**src/rtl/mem_burst_master_if.sv**
```systemverilog
// rtl/mem_burst_master_if.sv - host command/data streams and memory bus bundle for mem_burst_master
//
// Groups every handshake and memory-side signal of the burst master.
//   master modport : the burst master's view (drives cmd_ready, wdata_ready,
//                    rdata*, done, mem_we/mem_addr/mem_wdata)
//   slave modport  : the host plus memory view (drives commands, write beats,
//                    rdata_ready, mem_rdata)
interface mem_burst_master_if #(
    parameter int ADDR_W = 8,
    parameter int DATA_W = 8,
    parameter int LEN_W  = 4
);
    logic              cmd_valid;
    logic              cmd_ready;
    logic              cmd_write;
    logic [ADDR_W-1:0] cmd_addr;
    logic [LEN_W-1:0]  cmd_len;

    logic              wdata_valid;
    logic              wdata_ready;
    logic [DATA_W-1:0] wdata;

    logic              rdata_valid;
    logic              rdata_ready;
    logic [DATA_W-1:0] rdata;
    logic              rdata_last;

    logic              done;

    logic              mem_we;
    logic [ADDR_W-1:0] mem_addr;
    logic [DATA_W-1:0] mem_wdata;
    logic [DATA_W-1:0] mem_rdata;

    modport master (
        input  cmd_valid, cmd_write, cmd_addr, cmd_len,
        output cmd_ready,
        input  wdata_valid, wdata,
        output wdata_ready,
        output rdata_valid, rdata, rdata_last,
        input  rdata_ready,
        output done,
        output mem_we, mem_addr, mem_wdata,
        input  mem_rdata
    );

    modport slave (
        output cmd_valid, cmd_write, cmd_addr, cmd_len,
        input  cmd_ready,
        output wdata_valid, wdata,
        input  wdata_ready,
        input  rdata_valid, rdata, rdata_last,
        output rdata_ready,
        input  done,
        input  mem_we, mem_addr, mem_wdata,
        output mem_rdata
    );
endinterface

```
**src/rtl/mem_burst_master.sv**
```systemverilog
// rtl/mem_burst_master.sv - burst initiator for an 8-bit synchronous single-port memory
//
// Turns host burst commands into per-beat memory cycles and returns read data
// over a valid/ready stream.
//   clk    : single rising-edge clock
//   rst_n  : asynchronous active-low reset
//   bus    : mem_burst_master_if.master
//            cmd_*   burst command (write flag, start address, beats-1)
//            wdata_* write beat stream into the memory
//            rdata_* read beat stream back to the host, rdata_last on final beat
//            done    one-cycle pulse when a burst has fully completed
//            mem_*   memory port; mem_rdata is valid the cycle after a read address
module mem_burst_master #(
    parameter int ADDR_W = 8,
    parameter int DATA_W = 8,
    parameter int LEN_W  = 4
) (
    input  logic               clk,
    input  logic               rst_n,
    mem_burst_master_if.master bus
);
    typedef enum logic [1:0] {
        S_IDLE,
        S_WRITE,
        S_READ,
        S_DONE
    } state_t;

    localparam logic [LEN_W:0]  BEAT_ONE = (LEN_W+1)'(1);
    localparam logic [ADDR_W-1:0] ADDR_ONE = ADDR_W'(1);
    localparam logic [1:0]      CNT_ONE  = 2'd1;
    localparam logic [1:0]      CNT_FULL = 2'd2;

    state_t            state, state_nx;
    logic [ADDR_W-1:0] addr_q;       // address of the next beat to write/issue
    logic [ADDR_W-1:0] mem_addr_q;   // last driven mem_addr, so the bus holds when idle
    logic [LEN_W:0]    rem_cnt;      // beats still to be accepted (write) or delivered (read)
    logic [LEN_W:0]    iss_cnt;      // read beats still to be issued to the memory
    logic              pending;      // a read was issued last cycle; mem_rdata is valid now

    logic [DATA_W-1:0] fifo_q [2];
    logic              wr_ptr, rd_ptr;
    logic [1:0]        fifo_cnt, fifo_cnt_nx;

    logic              cmd_acc, wr_acc, pop, issue;
    logic [LEN_W:0]    cmd_beats;

    assign cmd_beats       = {1'b0, bus.cmd_len} + BEAT_ONE;
    assign pop             = (fifo_cnt != 2'd0) && bus.rdata_ready;
    assign bus.rdata_valid = (fifo_cnt != 2'd0);
    assign bus.rdata       = fifo_q[rd_ptr];
    assign bus.rdata_last  = (fifo_cnt != 2'd0) && (rem_cnt == BEAT_ONE);

    // Buffer occupancy after this cycle's capture and pop; equals the
    // count-plus-in-flight figure the issue decision has to respect.
    always_comb begin
        fifo_cnt_nx = fifo_cnt;
        case ({pending, pop})
            2'b10:   fifo_cnt_nx = fifo_cnt + CNT_ONE;
            2'b01:   fifo_cnt_nx = fifo_cnt - CNT_ONE;
            default: fifo_cnt_nx = fifo_cnt;
        endcase
    end

    always_comb begin
        state_nx        = state;
        bus.cmd_ready   = 1'b0;
        bus.wdata_ready = 1'b0;
        bus.mem_we      = 1'b0;
        bus.mem_wdata   = '0;
        bus.mem_addr    = mem_addr_q;
        bus.done        = 1'b0;
        cmd_acc         = 1'b0;
        wr_acc          = 1'b0;
        issue           = 1'b0;

        case (state)
            S_IDLE: begin
                bus.cmd_ready = 1'b1;
                cmd_acc       = bus.cmd_valid;
                if (bus.cmd_valid) begin
                    state_nx = bus.cmd_write ? S_WRITE : S_READ;
                end
            end
            S_WRITE: begin
                bus.wdata_ready = 1'b1;
                bus.mem_addr    = addr_q;
                bus.mem_wdata   = bus.wdata;
                bus.mem_we      = bus.wdata_valid;
                wr_acc          = bus.wdata_valid;
                if (bus.wdata_valid && (rem_cnt == BEAT_ONE)) begin
                    state_nx = S_DONE;
                end
            end
            S_READ: begin
                // Issue only if the new beat still fits once everything in
                // flight has landed in the two-entry buffer.
                if ((iss_cnt != '0) && (fifo_cnt_nx != CNT_FULL)) begin
                    issue        = 1'b1;
                    bus.mem_addr = addr_q;
                end
                if (pop && (rem_cnt == BEAT_ONE)) begin
                    state_nx = S_DONE;
                end
            end
            S_DONE: begin
                bus.done = 1'b1;
                state_nx = S_IDLE;
            end
            default: state_nx = S_IDLE;
        endcase
    end

    always_ff @(posedge clk or negedge rst_n) begin
        if (!rst_n) begin
            state      <= S_IDLE;
            addr_q     <= '0;
            mem_addr_q <= '0;
            rem_cnt    <= '0;
            iss_cnt    <= '0;
            pending    <= 1'b0;
            fifo_q[0]  <= '0;
            fifo_q[1]  <= '0;
            wr_ptr     <= 1'b0;
            rd_ptr     <= 1'b0;
            fifo_cnt   <= 2'd0;
        end else begin
            state      <= state_nx;
            mem_addr_q <= bus.mem_addr;
            pending    <= issue;
            fifo_cnt   <= fifo_cnt_nx;

            if (cmd_acc) begin
                addr_q  <= bus.cmd_addr;
                rem_cnt <= cmd_beats;
                iss_cnt <= bus.cmd_write ? '0 : cmd_beats;
            end else begin
                if (wr_acc || issue) begin
                    addr_q <= addr_q + ADDR_ONE;
                end
                if (wr_acc || pop) begin
                    rem_cnt <= rem_cnt - BEAT_ONE;
                end
                if (issue) begin
                    iss_cnt <= iss_cnt - BEAT_ONE;
                end
            end

            if (pending) begin
                fifo_q[wr_ptr] <= bus.mem_rdata;
                wr_ptr         <= ~wr_ptr;
            end
            if (pop) begin
                rd_ptr <= ~rd_ptr;
            end
        end
    end
endmodule
```
**src/flat_wrapper.sv**
```systemverilog
// flat-port wrapper written by rule: the top's interface ports become plain ports
module mem_burst_master_flat 
#(
    parameter int ADDR_W = 8,
    parameter int DATA_W = 8,
    parameter int LEN_W  = 4
)
  (clk, rst_n, bus_cmd_valid, bus_cmd_write, bus_cmd_addr, bus_cmd_len, bus_cmd_ready, bus_wdata_valid, bus_wdata, bus_wdata_ready, bus_rdata_valid, bus_rdata, bus_rdata_last, bus_rdata_ready, bus_done, bus_mem_we, bus_mem_addr, bus_mem_wdata, bus_mem_rdata);
  mem_burst_master_if #(.ADDR_W(ADDR_W), .DATA_W(DATA_W), .LEN_W(LEN_W)) bus_i ();
  input  logic clk;
  input  logic rst_n;
  input wire logic [$bits(bus_i.cmd_valid)-1:0] bus_cmd_valid;
  input wire logic [$bits(bus_i.cmd_write)-1:0] bus_cmd_write;
  input wire logic [$bits(bus_i.cmd_addr)-1:0] bus_cmd_addr;
  input wire logic [$bits(bus_i.cmd_len)-1:0] bus_cmd_len;
  output wire logic [$bits(bus_i.cmd_ready)-1:0] bus_cmd_ready;
  input wire logic [$bits(bus_i.wdata_valid)-1:0] bus_wdata_valid;
  input wire logic [$bits(bus_i.wdata)-1:0] bus_wdata;
  output wire logic [$bits(bus_i.wdata_ready)-1:0] bus_wdata_ready;
  output wire logic [$bits(bus_i.rdata_valid)-1:0] bus_rdata_valid;
  output wire logic [$bits(bus_i.rdata)-1:0] bus_rdata;
  output wire logic [$bits(bus_i.rdata_last)-1:0] bus_rdata_last;
  input wire logic [$bits(bus_i.rdata_ready)-1:0] bus_rdata_ready;
  output wire logic [$bits(bus_i.done)-1:0] bus_done;
  output wire logic [$bits(bus_i.mem_we)-1:0] bus_mem_we;
  output wire logic [$bits(bus_i.mem_addr)-1:0] bus_mem_addr;
  output wire logic [$bits(bus_i.mem_wdata)-1:0] bus_mem_wdata;
  input wire logic [$bits(bus_i.mem_rdata)-1:0] bus_mem_rdata;
  assign bus_i.cmd_valid = bus_cmd_valid;
  assign bus_i.cmd_write = bus_cmd_write;
  assign bus_i.cmd_addr = bus_cmd_addr;
  assign bus_i.cmd_len = bus_cmd_len;
  assign bus_cmd_ready = bus_i.cmd_ready;
  assign bus_i.wdata_valid = bus_wdata_valid;
  assign bus_i.wdata = bus_wdata;
  assign bus_wdata_ready = bus_i.wdata_ready;
  assign bus_rdata_valid = bus_i.rdata_valid;
  assign bus_rdata = bus_i.rdata;
  assign bus_rdata_last = bus_i.rdata_last;
  assign bus_i.rdata_ready = bus_rdata_ready;
  assign bus_done = bus_i.done;
  assign bus_mem_we = bus_i.mem_we;
  assign bus_mem_addr = bus_i.mem_addr;
  assign bus_mem_wdata = bus_i.mem_wdata;
  assign bus_i.mem_rdata = bus_mem_rdata;
  mem_burst_master #(.ADDR_W(ADDR_W), .DATA_W(DATA_W), .LEN_W(LEN_W)) u_core (.clk(clk), .rst_n(rst_n), .bus(bus_i));
endmodule
```
**config.mk**
```make
export PLATFORM = sky130hd
export DESIGN_NAME = mem_burst_master_flat
export DESIGN_NICKNAME = d
export VERILOG_FILES = /design/src/rtl/mem_burst_master_if.sv /design/src/rtl/mem_burst_master.sv /design/src/flat_wrapper.sv
export SDC_FILE = /design/constraint.sdc
export NUM_CORES = 1
export LEC_CHECK = 0
export CAP_MARGIN = 20
export CORE_ASPECT_RATIO = 1.4
export CORE_MARGIN = 2
export CORE_UTILIZATION = 55
export CTS_BUF_LIST = sky130_fd_sc_hd__clkbuf_4
export DETAILED_ROUTE_END_ITERATION = 10
export PLACE_DENSITY = 0.95
export SLEW_MARGIN = 10
export SYNTH_ARGS = -nofsm -noshare
export SYNTH_HDL_FRONTEND = slang
export SYNTH_SLANG_ARGS = --single-unit
```
**constraint.sdc**
```tcl
create_clock -name clk -period 9.4 [get_ports clk]
set_input_delay 2.35 -clock clk [delete_from_list [all_inputs] [get_ports clk]]
set_output_delay 2.35 -clock clk [all_outputs]
set_load 0.02 [all_outputs]
```
==> impl_metrics.py, run 1 <==
metrics = {
    "cts": {
        "cts_max_level": 2,
        "post_cts_buffers": 0,
        "post_cts_resized": 0,
        "clock_latency_ps": 370,
        "holdBufCountCts": 0,
        "cts_sinks": 49,
        "cts_buffers": 5,
        "clk_path_buf_depth": 2,
        "cts.clk_slew.worst_paths_ps": 150,
        "cts_tree": "yes",
        "root_buffer": "clkbuf_4",
    },
    "floorplanning": {
        "rows": 29,
        "core_um2": 4540,
        "dieHeight_um": 85.5,
        "die_w_um": 62.2,
        "die_area_um2": 5320,
        "start_util": 0.575,
        "io_pins": 64,
    },
    "synthesis": {
        "synth_area_per_cell_um2": 10.5,
        "synth_warnings": 0,
        "synth_edf_count": 0,
        "syn_inst": 248,
        "async_flop_share": 1.00,
        "synthesis.area_um2": 2610,
        "synth-seq-cells": 49,
        "synth_ff_type": "dfrtp_1",
        "synth_nets": 293,
        "synth_seq_area_share": 0.470,
        "synth_cell_type_count": 40,
    },
    "layout": {
        "mostFrequentLayoutCells": "clkdlybuf4s50_1 (62), dfrtp_1 (49), mux2_2 (24)",
        "layout.cells.most_common": "clkdlybuf4s50_1",
        "num_antenna_cells": 0,
        "n_fill_cell": 309,
        "drive_gt1_frac": 0.131,
        "final_area_um2": 3410,
        "nNetsFinal": 357,
        "area_growth_pct": 30.8,
        "regArea_um2": 1230,
        "multiInputGateArea_um2": 1300,
    },
    "worst_setup_path": {
        "path_cells": "clkdlybuf4s50_1, o21ai_0, inv_1, ha_1, nor2b_1, a211oi_4, o21ai_1, a22o_1, clkdlybuf4s50_1",
        "slowest_stage": "clkdlybuf4s50_1",
        "criticalPathCategory": "primary input to output port",
        "critical_path_arrival_ps": 5330,
        "endpoint_kind": "output port",
        "worst_path_most_repeated_cell": "clkdlybuf4s50_1",
        "critPathTopFamily": "compound AO/OA/AOI/OAI gates",
        "startpoint_type": "primary input",
        "cp_max_fo": 8,
        "required_ps": 7050,
        "cp.buffers_inverters": 3,
        "critical-path-max-stage-delay_ps": 620,
    },
    "sta": {
        "hold_violations": 0,
        "finClkSkew_ps": 16.2,
        "period_share": 0.817,
        "grt_setup_unrepaired": "false",
        "hold_slack_ps": 503,
        "fmax_ghz": 0.130,
        "fin_tns_setup_ps": 0,
        "relSlewSlack": 0.460,
        "tightest_slew_ps": 808,
        "setup_viol": 0,
        "min_period_ps": 7680,
        "worst_slack_ps": 1720,
        "slew_viol_final": 0,
    },
    "route": {
        "wl_met3_um": 320,
        "wl_mm": 6.23,
        "vias": 2131,
        "wl_met1_mm": 2.47,
        "top_layer": "met4",
        "drcViolationCount": 0,
        "post_drt_via_cell_ratio": 5.68,
        "detail_route.iter0.violations": 81,
        "wl_met2_mm": 3.34,
        "firstDrtPassIters": 5,
        "ant_nets": 0,
        "wl_per_cell_um": 16.6,
    },
    "outcome": {
        "outcome": "complete, no violations",
    },
    "global_route": {
        "gr-total-overflow": 0,
        "antenna_found_initial": 0,
        "grt_start_max_net_pins": 50,
        "grt_usage": 0.249,
        "grt_pass1_wl_mm": 10.6,
        "grt_pass1_vias": 2190,
    },
    "placed_design": {
        "gp_routability_congestion": 0.799,
        "postPlaceCellArea_um2": 3280,
        "port_buffers": 63,
        "pre_cts_ws_ps": 1760,
        "dpl.hpwl_mm": 4.51,
    },
    "flow_run": {
        "drv_cap": 0,
    },
    "power_and_ir_drop": {
        "power.total_mw": 1.30,
        "p_per_area_nw_per_um2": 382,
        "p_leak_nw": 1.45,
        "ir_drop_uv": 232,
    },
    "min_path": {
        "hold_path_class": "flip-flop to flip-flop",
    },
}
cell families after synthesis:
logic type / count (synthesis) / share of synthesized area
fa+ha+maj: 11 / 0.0528
buf+inv: 21 / 0.0307
mux: 28 / 0.119
flops: 49 / 0.470
simple gates: 71 / 0.137
compound gates: 56 / 0.150
xor+xnor: 12 / 0.0403
synth_stat cells (all sizes together), types with 2 or more instances:
master,n,area share
a21oi,16,0.031
a22o,9,0.030
and2,9,0.022
clkbuf,6,0.0086
dfrtp,49,0.47
ha,11,0.053
inv,14,0.020
mux2,24,0.10
mux2i,4,0.015
nand2,17,0.025
nand2b,2,0.0048
nand3,10,0.019
nand4,2,0.0048
nor2,17,0.024
nor2b,2,0.0048
nor3,4,0.0077
o21a,2,0.0086
o21ai,14,0.027
o22a,6,0.020
o311ai,2,0.0067
or3,3,0.0072
xnor2,7,0.024
xor2,5,0.017
routing by layer:
metal / track usage / up-vias
met2: 0.452 / 73
met5: 0 / -
met3: 0.0438 / 8
li1: - / 1007
met4: 0.0747 / 0
met1: 0.302 / 1043
worst paths after layout:
| kind | from | endpoint | cells past startpoint | slack (ps) |
|---|---|---|---|---|
| min in group asynchronous | rst_n | u_core.rd_ptr$_DFFE_PN0P_ | 1 | 1910 |
| max reg2reg | u_core.fifo_cnt[0]$_DFF_PN0_ | u_core.mem_addr_q[5]$_DFF_PN0_ | 7 | 6590 |
| max | bus_rdata_ready | bus_mem_addr[7] | 9 | 1720 |
| min | u_core.wr_ptr$_DFFE_PN0P_ | u_core.wr_ptr$_DFFE_PN0P_ | 1 | 500 |
| min reg2reg | u_core.wr_ptr$_DFFE_PN0P_ | u_core.wr_ptr$_DFFE_PN0P_ | 1 | 500 |
| max in group asynchronous | rst_n | u_core.mem_addr_q[7]$_DFF_PN0_ | 2 | 6950 |
where the power goes:
group          switching, mW  leakage, nW  total [mW]  internal, mW
Clock                 0.0696       0.0558       0.153        0.0838
Combinational          0.387        0.810       0.748         0.361
Sequential            0.0877        0.584       0.402         0.314
final cells by class:
type | count | share of cell area
clock buffer | 5 | 0.0110
clock inverter | 3 | 0.0202
inverter | 14 | 0.0154
multi-input combinational | 178 | 0.382
sequential | 49 | 0.360
tap | 62 | 0.0228
timing repair buffer | 64 | 0.189
per-stage QoR:
stage | std cells | utilization
after floorplan | 248 | -
after global placement | 366 | 0.724
after detailed placement | 366 | 0.724
after CTS | 374 | 0.747
after global routing | 375 | 0.752
final | 375 | 0.752
sequential cells by signal (all words and copies together) (netlist names):
name               flops
u_core.fifo_q         16
u_core.addr_q          8
u_core.mem_addr_q      8
u_core.iss_cnt         5
u_core.rem_cnt         5
u_core.fifo_cnt        2
u_core.state           2
u_core.pending         1
u_core.rd_ptr          1
u_core.wr_ptr          1
No activity file was read; power rests on OpenSTA's default activity.
==> run 2: changes to the inputs <==
--- a/config.mk
+++ b/config.mk
@@ -8,10 +8,10 @@
 export CAP_MARGIN = 20
 export CORE_ASPECT_RATIO = 1.4
 export CORE_MARGIN = 2
-export CORE_UTILIZATION = 55
+export CORE_UTILIZATION = 46
 export CTS_BUF_LIST = sky130_fd_sc_hd__clkbuf_4
 export DETAILED_ROUTE_END_ITERATION = 10
-export PLACE_DENSITY = 0.95
+export PLACE_DENSITY = 0.87
 export SLEW_MARGIN = 10
 export SYNTH_ARGS = -nofsm -noshare
 export SYNTH_HDL_FRONTEND = slang
==> constraint.sdc (replaced) <==
create_clock -name clk -period 6.35 [get_ports clk]
set_input_delay 1.5875 -clock clk [delete_from_list [all_inputs] [get_ports clk]]
set_output_delay 1.5875 -clock clk [all_outputs]
set_load 0.02 [all_outputs]
==> impl_metrics.py, run 2 (synthesized netlist as in run 1, its figures left out) <==
metrics = {
    "worst_setup_path": {
        "required_ps": 4760,
        "cp_max_fo": 8,
        "ff2ff_path_depth": 7,
        "r2r_start": "u_core.state[0]$_DFFE_PN0P_",
        "startpoint": "bus_rdata_ready",
        "endpoint_kind": "output port",
        "criticalPathCategory": "primary input to output port",
        "startpoint_type": "primary input",
        "crit_path_end": "bus_mem_addr[2]",
        "critical_path_arrival_ps": 4270,
        "reg2reg_to": "u_core.addr_q[7]$_DFFE_PN0P_",
        "ff2ff_setup_slack_ps": 3780,
    },
    "global_route": {
        "grt_pass1_vias": 2127,
        "grt_pass1_wl_mm": 9.78,
        "gr-total-overflow": 0,
        "grt_usage": 0.203,
        "grt_start_max_net_pins": 50,
        "antenna_found_initial": 0,
    },
    "sta": {
        "finClkSkew_ps": 11.2,
        "tightest_slew_ps": 764,
        "relSlewSlack": 0.490,
        "period_share": 0.922,
        "fmax_ghz": 0.171,
        "min_period_ps": 5860,
        "hold_violations": 0,
        "slew_viol_final": 0,
        "setup_viol": 0,
        "hold_slack_ps": 517,
        "fin_tns_setup_ps": 0,
        "grt_setup_unrepaired": "false",
    },
    "power_and_ir_drop": {
        "p_leak_nw": 1.43,
        "p_per_area_nw_per_um2": 545,
        "ir_drop_uv": 489,
    },
    "route": {
        "wl_mm": 5.95,
        "detail_route.iter0.violations": 57,
        "drcViolationCount": 0,
        "post_drt_via_cell_ratio": 5.54,
        "firstDrtPassIters": 4,
        "wl_per_cell_um": 15.6,
        "ant_nets": 0,
        "vias": 2118,
    },
    "placed_design": {
        "gp_routability_congestion": 0.851,
        "port_buffers": 63,
        "dpl.hpwl_mm": 4.52,
    },
    "floorplanning": {
        "rows": 32,
        "dieHeight_um": 93.1,
        "io_pins": 64,
        "die_w_um": 67.6,
        "die_area_um2": 6300,
        "core_um2": 5490,
        "start_util": 0.475,
    },
    "layout": {
        "top_register": "u_core.fifo_q",
        "layout.cells.most_common": "clkdlybuf4s50_1",
        "num_antenna_cells": 0,
        "largest_reg_flops": 16,
        "nNetsFinal": 358,
        "drive_gt1_frac": 0.131,
        "utilization": 0.616,
        "reg_top3": "u_core.fifo_q (16), u_core.addr_q (8), u_core.mem_addr_q (8)",
        "mostFrequentLayoutCells": "clkdlybuf4s50_1 (62), dfrtp_1 (49), mux2_2 (24)",
        "area_growth_pct": 29.5,
    },
    "cts": {
        "cts_buffers": 5,
        "holdBufCountCts": 0,
        "post_cts_resized": 0,
        "clock_latency_ps": 370,
        "cts_tree": "yes",
        "cts.clk_slew.worst_paths_ps": 150,
        "cts_max_level": 2,
        "root_buffer": "clkbuf_4",
        "post_cts_buffers": 0,
        "clk_path_buf_depth": 2,
        "cts_sinks": 49,
    },
    "outcome": {
        "outcome": "complete, no violations",
    },
    "min_path": {
        "hold_path_class": "flip-flop to flip-flop",
    },
    "flow_run": {
        "drv_cap": 0,
    },
}
run 2: changes by cell type in the layout (fill, tap and decap cells not counted):
cell / change
clkinv_1: +1
clkinv_4: +1
bufinv_16: -2
buf_4: +1
run 2: cell type report:
type | instances | area [µm²]
fill | 475 | 2110
multi-input combinational | 178 | 1300
sequential | 49 | 1230
timing repair buffer | 65 | 653
tap | 68 | 85.1
inverter | 14 | 52.6
clock buffer | 5 | 37.5
clock inverter | 3 | 21.3
run 2: worst min-delay path by stage:
stage                                              start                        endpoint  slack, ps  depth (start not counted)
final                     u_core.mem_addr_q[5]$_DFF_PN0_  u_core.mem_addr_q[5]$_DFF_PN0_        520                          1
after global routing      u_core.mem_addr_q[0]$_DFF_PN0_  u_core.mem_addr_q[0]$_DFF_PN0_        540                          1
after CTS                   u_core.fifo_q[0]$_DFFE_PN0P_    u_core.fifo_q[0]$_DFFE_PN0P_        520                          1
after detailed placement  u_core.mem_addr_q[2]$_DFF_PN0_  u_core.mem_addr_q[2]$_DFF_PN0_        490                          1
after global placement         u_core.wr_ptr$_DFFE_PN0P_       u_core.wr_ptr$_DFFE_PN0P_        480                          1
after floorplan                u_core.wr_ptr$_DFFE_PN0P_       u_core.wr_ptr$_DFFE_PN0P_        460                          1
run 2: worst max-delay path, cell delays in order:
cell             delay [ps]
clkdlybuf4s50_1         390
o21ai_0                 100
inv_1                    90
ha_1                    350
and3b_1                 210
a211oi_4                310
nand2_2                 130
inv_2                   120
o21a_4                  180
a22o_1                  170
clkdlybuf4s50_1         610
run 2: metrics by stage:
step | setup WS, ps | power (mW) | cell area, µm² | cells
detailed placement | 496 | 1.70 | 3300 | 373
global placement | 550 | 1.65 | 3300 | 373
floorplan | 1460 | 1.31 | 2610 | 248
global route | 303 | 1.97 | 3380 | 382
CTS | 483 | 1.85 | 3360 | 381
finish | 495 | 1.84 | 3380 | 382
run 2: per-layer routing:
layer  wire (µm)  global-route usage  part of all wire  vias up
met2        3340               0.367              0.56       63
met5           0                   0                 0        -
li1            -                   -                 -     1011
met1        2210               0.229              0.37     1030
met4          84              0.0731             0.014        0
met3         320              0.0409             0.054       14
run 2: where the power goes:
group / total, mW / leakage [nW] / internal (mW) / switching [mW]
sequential: 0.598 / 0.584 / 0.465 / 0.133
combinational: 1.10 / 0.815 / 0.537 / 0.559
clock: 0.149 / 0.0332 / 0.0443 / 0.105
total: 1.84 / 1.43 / 1.05 / 0.796
==> run 3: changes to the inputs <==
--- a/config.mk
+++ b/config.mk
@@ -11,6 +11,8 @@
 export CORE_UTILIZATION = 46
 export CTS_BUF_LIST = sky130_fd_sc_hd__clkbuf_4
 export DETAILED_ROUTE_END_ITERATION = 10
+export GPL_ROUTABILITY_DRIVEN = 0
+export GPL_TIMING_DRIVEN = 0
 export PLACE_DENSITY = 0.87
 export SLEW_MARGIN = 10
 export SYNTH_ARGS = -nofsm -noshare
==> constraint.sdc (replaced) <==
create_clock -name clk -period 5.3 [get_ports clk]
set_input_delay 1.325 -clock clk [delete_from_list [all_inputs] [get_ports clk]]
set_output_delay 1.325 -clock clk [all_outputs]
set_load 0.02 [all_outputs]
==> impl_metrics.py, run 3 (synthesized netlist as in run 1, its figures left out) <==
metrics = {
    "global_route": {
        "grt_usage": 0.210,
        "grt_start_max_net_pins": 27,
        "grt_pass1_wl_mm": 9.97,
        "gr-total-overflow": 0,
        "antenna_found_initial": 0,
        "grt_pass1_vias": 2173,
    },
    "layout": {
        "final_area_um2": 3420,
        "multiInputGateArea_um2": 1310,
        "n_fill_cell": 456,
        "area_growth_pct": 31.2,
        "mostFrequentLayoutCells": "clkdlybuf4s50_1 (54), dfrtp_1 (49), mux2_2 (24)",
        "finalNonFillerCells": 389,
        "utilization": 0.624,
        "reg_top3": "u_core.fifo_q (16), u_core.addr_q (8), u_core.mem_addr_q (8)",
        "layout.cells.most_common": "clkdlybuf4s50_1",
        "largest_reg_flops": 16,
        "nNetsFinal": 365,
        "regArea_um2": 1230,
        "drive_gt1_frac": 0.137,
        "top_register": "u_core.fifo_q",
        "num_antenna_cells": 0,
    },
    "route": {
        "detail_route.iter0.violations": 101,
        "firstDrtPassIters": 4,
        "drcViolationCount": 0,
        "ant_nets": 0,
        "wl_mm": 5.93,
        "vias": 2133,
        "wl_per_cell_um": 15.2,
        "post_drt_via_cell_ratio": 5.48,
    },
    "power_and_ir_drop": {
        "p_leak_nw": 1.48,
        "p_per_area_nw_per_um2": 654,
        "ir_drop_uv": 453,
        "power.total_mw": 2.24,
    },
    "sta": {
        "fin_tns_setup_ps": 0,
        "relSlewSlack": 0.560,
        "finClkSkew_ps": 14.6,
        "min_period_ps": 5140,
        "period_share": 0.970,
        "tightest_slew_ps": 658,
        "grt_setup_unrepaired": "false",
        "hold_slack_ps": 507,
        "setup_viol": 0,
        "fmax_ghz": 0.194,
        "slew_viol_final": 0,
        "worst_slack_ps": 157,
        "hold_violations": 0,
    },
    "cts": {
        "cts.clk_slew.worst_paths_ps": 140,
        "cts_tree": "yes",
        "clk_path_buf_depth": 2,
        "clock_latency_ps": 360,
        "root_buffer": "clkbuf_4",
        "holdBufCountCts": 0,
        "cts_max_level": 2,
        "cts_buffers": 5,
        "cts_sinks": 49,
    },
    "placed_design": {
        "port_buffers": 63,
        "pre_cts_ws_ps": -424,
        "dp.cells": 380,
        "dpl.hpwl_mm": 4.59,
        "postPlaceCellArea_um2": 3340,
    },
    "worst_setup_path": {
        "cp_max_fo": 8,
        "required_ps": 3970,
        "startpoint_type": "primary input",
        "criticalPathCategory": "primary input to output port",
        "critical_path_arrival_ps": 3820,
        "endpoint_kind": "output port",
    },
    "floorplanning": {
        "io_pins": 64,
        "core_um2": 5490,
        "start_util": 0.475,
        "die_area_um2": 6300,
        "dieHeight_um": 93.1,
        "rows": 32,
        "die_w_um": 67.6,
    },
    "min_path": {
        "hold_path_class": "flip-flop to flip-flop",
    },
    "outcome": {
        "outcome": "complete, no violations",
    },
    "flow_run": {
        "drv_cap": 0,
    },
}
-- run 3: changes by cell type in the layout (fill, tap and decap cells not counted), moves of 2 or more --
cell,previous run,this run
clkdlybuf4s50_1,62,54
clkbuf_1,0,6
dlygate4sd2_1,0,8
o21ai_2,0,2
-- run 3: what timing repair did --
action | CTS | global route
resized for setup | 11 | 0
setup buffers | 1 | 0
setup endpoints to repair | 8 | 0
-- run 3: final timing paths --
check,start,end,slack (ps),cells after the start
worst max-delay path,bus_rdata_ready,bus_mem_addr[0],160,11
min in group asynchronous,rst_n,u_core.fifo_q[7]$_DFFE_PN0P_,920,1
max in group asynchronous,rst_n,u_core.rem_cnt[0]$_DFFE_PN0P_,3840,2
worst min-delay path,u_core.pending$_DFF_PN0_,u_core.wr_ptr$_DFFE_PN0P_,510,1
worst min register to register,u_core.pending$_DFF_PN0_,u_core.wr_ptr$_DFFE_PN0P_,510,1
worst max register to register,u_core.fifo_cnt[1]$_DFF_PN0_,u_core.addr_q[5]$_DFFE_PN0P_,2720,10
-- run 3: routing by layer --
metal  vias to the layer above  track usage  part of all wire
li1                       1024            -                 -
met1                      1012        0.234              0.38
met2                        82        0.376              0.52
met3                        15       0.0397             0.056
met4                         0       0.0952             0.035
met5                         -            0                 0
-- run 3: final cells by class --
| cell class | instances | area share |
|---|---|---|
| tap | 68 | 0.0249 |
| inverter | 14 | 0.0154 |
| timing repair buffer | 65 | 0.188 |
| clock buffer | 6 | 0.0132 |
| clock inverter | 2 | 0.00987 |
| multi-input combinational | 178 | 0.382 |
| buffer | 7 | 0.00804 |
| sequential | 49 | 0.358 |
-- run 3: critical path: stages --
cell and delay (ps):
clkdlybuf4s50_1 410, o21ai_2 140, inv_1 130, ha_1 370, and3b_1 220, a211oi_4 260
nand2_2 120, inv_2 140, o21a_4 180, a22o_1 170, dlygate4sd2_1 350
-- run 3: power breakdown --
group | internal [mW] | switching (mW) | leakage [nW] | total [mW]
sequential | 0.558 | 0.142 | 0.584 | 0.699
clock | 0.103 | 0.116 | 0.0433 | 0.219
combinational | 0.625 | 0.694 | 0.855 | 1.32
